$ cat src/rtl/rv32_ic_pkg.sv
// Shared types and constants for the rv32 native-bus interconnect.
package rv32_ic_pkg;

    typedef enum logic [1:0] {
        IDLE   = 2'd0,
        ACCESS = 2'd1,
        RESP   = 2'd2
    } ic_state_e;

    localparam logic [31:0] ERR_RDATA_DEFAULT = 32'hDEADBEEF;
    localparam int unsigned CNT_W             = 16;
    localparam logic [7:0]  ERR_COUNT_MAX     = 8'd255;

endpackage

$ cat src/rtl/rv32_addr_decode.sv
// Combinational base/mask window decoder; the lowest-indexed hitting slave wins.
module rv32_addr_decode
    import rv32_ic_pkg::*;
#(
    parameter int unsigned N_SLAVES = 4,
    parameter int unsigned SEL_W    = 2
) (
    input  logic [31:0]            addr,
    input  logic [N_SLAVES*32-1:0] slave_base,
    input  logic [N_SLAVES*32-1:0] slave_mask,
    output logic                   hit,
    output logic [SEL_W-1:0]       sel
);

    always_comb begin
        hit = 1'b0;
        sel = '0;
        for (int unsigned i = 0; i < N_SLAVES; i++) begin
            if (!hit && ((addr & slave_mask[32*i +: 32]) == slave_base[32*i +: 32])) begin
                hit = 1'b1;
                sel = SEL_W'(i);
            end
        end
    end

endmodule

$ cat src/rtl/rv32_interconnect.sv
// N-slave interconnect for the picorv32 native memory bus with decode-miss error response.
// Define RV32_IC_TIMEOUT_EN to terminate unresponsive slave accesses after TIMEOUT_CYCLES.
module rv32_interconnect
    import rv32_ic_pkg::*;
#(
    parameter int unsigned             N_SLAVES       = 4,
    parameter logic [N_SLAVES*32-1:0]  SLAVE_BASE     = '0,
    parameter logic [N_SLAVES*32-1:0]  SLAVE_MASK     = '0,
    parameter int unsigned             TIMEOUT_CYCLES = 255,
    parameter logic [31:0]             ERR_RDATA      = ERR_RDATA_DEFAULT
) (
    input  logic                   clk,
    input  logic                   reset,
    input  logic                   rv32_valid,
    output logic                   rv32_ready,
    input  logic [31:0]            rv32_addr,
    input  logic [3:0]             rv32_wstrb,
    output logic [31:0]            rv32_rdata,
    output logic [N_SLAVES-1:0]    s_valid,
    input  logic [N_SLAVES-1:0]    s_ready,
    input  logic [N_SLAVES*32-1:0] s_rdata,
    output logic                   bus_err,
    output logic [31:0]            err_addr,
    output logic [7:0]             err_count
);

    localparam int unsigned SEL_W = (N_SLAVES > 1) ? $clog2(N_SLAVES) : 1;

    ic_state_e         state_q, state_d;
    logic [SEL_W-1:0]  sel_q, sel_d;
    logic              err_q, err_d;
    logic [31:0]       rdata_q, rdata_d;
    logic              dec_hit;
    logic [SEL_W-1:0]  dec_sel;
    logic              sel_ready;
    logic [31:0]       sel_rdata;
    logic              unused_wstrb;

`ifdef RV32_IC_TIMEOUT_EN
    localparam logic [CNT_W-1:0] TO_LAST = CNT_W'(TIMEOUT_CYCLES - 1);
    logic [CNT_W-1:0] cnt_q, cnt_d;
`else
    logic [CNT_W-1:0] unused_timeout;
    assign unused_timeout = CNT_W'(TIMEOUT_CYCLES);
`endif

    assign unused_wstrb = ^rv32_wstrb;

    rv32_addr_decode #(
        .N_SLAVES (N_SLAVES),
        .SEL_W    (SEL_W)
    ) u_decode (
        .addr       (rv32_addr),
        .slave_base (SLAVE_BASE),
        .slave_mask (SLAVE_MASK),
        .hit        (dec_hit),
        .sel        (dec_sel)
    );

    // Only the selected slave's ready/rdata are visible; others are ignored.
    always_comb begin
        sel_ready = 1'b0;
        sel_rdata = '0;
        for (int unsigned i = 0; i < N_SLAVES; i++) begin
            if (sel_q == SEL_W'(i)) begin
                sel_ready = s_ready[i];
                sel_rdata = s_rdata[32*i +: 32];
            end
        end
    end

    always_comb begin
        s_valid = '0;
        if (state_q == ACCESS) begin
            for (int unsigned i = 0; i < N_SLAVES; i++) begin
                if (sel_q == SEL_W'(i)) s_valid[i] = 1'b1;
            end
        end
    end

    assign rv32_ready = (state_q == RESP);
    assign bus_err    = (state_q == RESP) && err_q;
    assign rv32_rdata = rdata_q;

    always_comb begin
        state_d = state_q;
        sel_d   = sel_q;
        err_d   = err_q;
        rdata_d = rdata_q;
`ifdef RV32_IC_TIMEOUT_EN
        cnt_d   = cnt_q;
`endif
        case (state_q)
            IDLE: begin
                if (rv32_valid) begin
                    if (dec_hit) begin
                        sel_d   = dec_sel;
                        err_d   = 1'b0;
`ifdef RV32_IC_TIMEOUT_EN
                        cnt_d   = '0;
`endif
                        state_d = ACCESS;
                    end else begin
                        err_d   = 1'b1;
                        rdata_d = ERR_RDATA;
                        state_d = RESP;
                    end
                end
            end
            ACCESS: begin
                if (sel_ready) begin
                    rdata_d = sel_rdata;
                    err_d   = 1'b0;
                    state_d = RESP;
                end
`ifdef RV32_IC_TIMEOUT_EN
                else if (cnt_q == TO_LAST) begin
                    err_d   = 1'b1;
                    rdata_d = ERR_RDATA;
                    state_d = RESP;
                end else begin
                    cnt_d = cnt_q + 1'b1;
                end
`endif
            end
            RESP:    state_d = IDLE;
            default: state_d = IDLE;
        endcase
    end

    // Error log is committed on the RESP edge; the CPU still holds addr then.
    always_ff @(posedge clk) begin
        if (reset) begin
            state_q   <= IDLE;
            sel_q     <= '0;
            err_q     <= 1'b0;
            rdata_q   <= '0;
            err_addr  <= '0;
            err_count <= '0;
`ifdef RV32_IC_TIMEOUT_EN
            cnt_q     <= '0;
`endif
        end else begin
            state_q <= state_d;
            sel_q   <= sel_d;
            err_q   <= err_d;
            rdata_q <= rdata_d;
`ifdef RV32_IC_TIMEOUT_EN
            cnt_q   <= cnt_d;
`endif
            if (state_q == RESP && err_q) begin
                err_addr <= rv32_addr;
                if (err_count != ERR_COUNT_MAX) err_count <= err_count + 8'd1;
            end
        end
    end

endmodule
$ cat config.mk
export PLATFORM = sky130hd
export DESIGN_NAME = rv32_interconnect
export DESIGN_NICKNAME = d
export VERILOG_FILES = /design/src/rtl/rv32_ic_pkg.sv /design/src/rtl/rv32_addr_decode.sv /design/src/rtl/rv32_interconnect.sv
export SDC_FILE = /design/constraint.sdc
export NUM_CORES = 1
export LEC_CHECK = 0
export BUFFER_PORTS_ARGS = -buffer_cell sky130_fd_sc_hd__clkbuf_2
export CORE_AREA = 10 10 94 96
export CTS_CLUSTER_DIAMETER = 80
export DETAILED_ROUTE_END_ITERATION = 7
export DIE_AREA = 0 0 104 106
export PLACE_DENSITY = 0.72
export RECOVER_POWER = 25
export SYNTH_ARGS = -nofsm -noshare
export SYNTH_HDL_FRONTEND = slang
export SYNTH_SLANG_ARGS = --single-unit
$ cat constraint.sdc
create_clock -name clk -period 0.9 [get_ports clk]
set_input_delay 0.18 -clock clk [delete_from_list [all_inputs] [get_ports clk]]
set_output_delay 0.18 -clock clk [all_outputs]
set_load 0.01 [all_outputs]
==> summary.md <==
| Metric | Value |
|---|---|
| IO buf count | `between 60 and 70` |
| Dpl cells | `355` |
| Final min period | `1.188 ns` |
| Hold WC Path Type | `in2reg` |
| Sink Count | `34` |
| Placer Congestion | `0.6265` |
| Leak | `1.216 nW` |
| Max stage delay cell, worst path | `dfxtp_2` |
| Most frequent cell after synthesis | `nand2b_1` |
| Die H | `106 µm` |
| WP data required | `0.72 ns` |
| Max-Cap Viols | `0` |
| Vias in the first global route | `1418` |
| Fin area | `0.002741 mm²` |
| Post-CTS Hold Buffers | `0` |
| Reg clk slew, reported paths | `0.07 ns` |
| DR pass1 iterations | `2` |
| Setup TNS | `-7.118 ns` |
| Routed len/inst | `12.87 µm` |
| Synth top cells by count | `nand2b_1, buf_4, dfxtp_1, mux2i_1, clkbuf_1` |
| RSZ-0062 raised after global routing | `true` |
| Clock Path Buffers | `2` |
| Synth cell types | `13` |
| CP Buf/Inv Count | `2` |
| Initial antenna violation count | `0` |
| Synthesized netlist cell count | `193` |
| Worst Path Max Fanout | `3` |
| Core footprint | `between 0.007 and 0.008 mm²` |
| Final hold viol count | `0` |
| Pwr/cell area | `1232 mW/mm²` |
| Gr ovfl total | `0` |
| Top_reg_cell synth | `dfxtp_1` |
| GR Util All Layers | `0.08172` |
| Async S/R FF share, synth | `0` |
| Die width | `104 µm` |
| Syn_area_per_cell | `9.757 µm²` |
| Layout cells sized above 1 | `0.4748` |
| Violated checks | `negative setup slack` |
| Worst vdd ir | `443.0 µV` |
| DP Area | `between 0.002 and 0.0025 mm²` |
| Antenna viol nets, final | `0` |
| Post-Layout Cell Count | `377` |
| Clock Skew | `0.003283 ns` |
| Final period utilization | `1.320` |
| Initial DRC count | `29` |
| Crit end category | `output port` |
| Cell family with most CP delay | `flip-flops` |
| Crit Path Class | `reg2out` |
| CP arrival | `1.01 ns` |
| # H-tree levels | `2` |
| Sequential fraction of the synthesis area | `0.3615` |
| Drt drc | `0` |
| Area grow syn2layout | `45.58%` |
| Top cells by area, synth | `dfxtp_1, nand2b_1, buf_4` |
| CTS Buf Count | `5` |
| Pin count of the biggest net entering global routing | `39` |
| Via density | `about 3.6` |
| Fmax | `841.5 MHz` |
| CP Depth | `3` |
| Fin util | `0.3883` |
| Status | `finished with violations` |
| Synth Warn # | `0` |
| Dpl hpwl | `3422 µm` |
| Startpoint Class | `flip-flop` |
| Final setup fails | `47` |
| Cell Rows | `31` |
| ANT cells | `0` |
| PnR worst setup slack | `-0.2884 ns` |
| Clock root cell | `clkbuf_8` |
| Number of synthesized flops with an enable pin | `0` |
| Crit path largest cell delay | `0.32 ns` |
| Vias | `1360` |
| Hold Path Depth | `3` |
| TritonCTS clock tree | `built` |
| Net count, final | `449` |
| Post-synth top area share | `0.3615` |
| I/O Pins | `roughly 250` |
| Post-synthesis cell area | `roughly 0.0019 mm²` |
| Die area | `0.01102 mm²` |
| Final Slew Violations | `0` |
| Post-synth top area cell | `dfxtp_1` |
| Pwr Total | `0.003377 W` |
| Skew-Pair Late Insertion Delay | `around 0.28 ns` |
| Drt total wl | `4851 µm` |
| Yosys reg bits | `34` |
| R2R depth | `4` |
| First-pass GRT wire length | `approximately 7300 µm` |
| Cells along the critical path | `buf_6 -> and2b_1 -> buf_6` |
| Critical Path Most Common Cell | `buf_6` |
| Starting Density | `0.2667` |
==> registers in the layout, summed over array words and instances, names as in the netlist <==
register	count
rv32_rdata	32
state_q	2
==> routing by layer <==
| metal | global-route usage | up-vias | wire [µm] |
|---|---|---|---|
| met4 | 0.02386 | 0 | 15 |
| met1 | 0.08956 | 604 | 1883 |
| met2 | 0.1277 | 66 | 2379 |
| met3 | 0.05314 | 2 | 573 |
| met5 | 0 | - | 0 |
| li1 | - | 688 | - |
==> cell usage in the layout, fill, tap and decap left out <==
master,n
buf_6,33
buf_12,5
mux2i_1,32
clkbuf_16,1
a211oi_1,1
clkbuf_8,5
buf_2,1
and3b_2,1
buf_4,9
clkbuf_2,35
nand2b_1,66
dfxtp_2,34
buf_8,3
clkbuf_1,2
nor2b_2,1
buf_16,3
and2b_1,1
nor2b_4,1
conb_1,44
==> what timing repair did <==
| item | CTS | global route |
|---|---|---|
| resized for setup | 42 | 67 |
| setup endpoints to repair | 67 | 68 |
| hold endpoints to repair | 0 | 0 |
| buffers inserted | 8 | 3 |
| gates cloned | 3 | 1 |
| pin swaps | 0 | 0 |
==> metrics by stage <==
step	setup WS (ns)	hold WS (ns)
2_1_floorplan	-0.1134	0.3349
3_3_place_gp	-0.1422	0.4244
3_5_place_dp	-0.1711	0.4290
4_1_cts	-0.3166	0.1134
5_1_grt	-0.3452	0.1213
6_report	-0.2884	0.1227
==> power breakdown <==
group          switching (W)  internal, W  total [W]
Combinational       0.000310     0.000393   0.000703
Sequential         0.0000421      0.00158    0.00162
Clock               0.000522     0.000533    0.00106
==> final timing paths <==
check	from	end	slack, ns
hold reg to reg	rv32_rdata[8]	rv32_rdata[8]	0.48
hold / removal	s_rdata[4]	rv32_rdata[4]	0.12
setup / recovery	state_q[1]	s_valid[0]	-0.29
setup reg to reg	state_q[1]	rv32_rdata[17]	-0.23
==> kinds of logic after synthesis <==
logic type      share of synthesized area
buf+inv                            0.2279
other cells                      0.001991
mux                                0.1701
compound gates                   0.003988
simple gates                       0.2346
flops                              0.3615
==> cell type report <==
cell class | count | area (µm²)
Sequential cell | 34 | 723.2
Fill cell | 714 | 4318
Tap cell | 99 | 123.9
Multi-Input combinational cell | 147 | 945.9
Timing Repair Buffer | 90 | 872.1
Clock buffer | 7 | 76.32
==> worst register-to-register path: stages (launching register included) <==
cell	delay [ns]
dfxtp_2	0.32
and3b_2	0.27
buf_12	0.14
buf_12	0.13
mux2i_1	0.20
(Power assumes the default switching activity.)
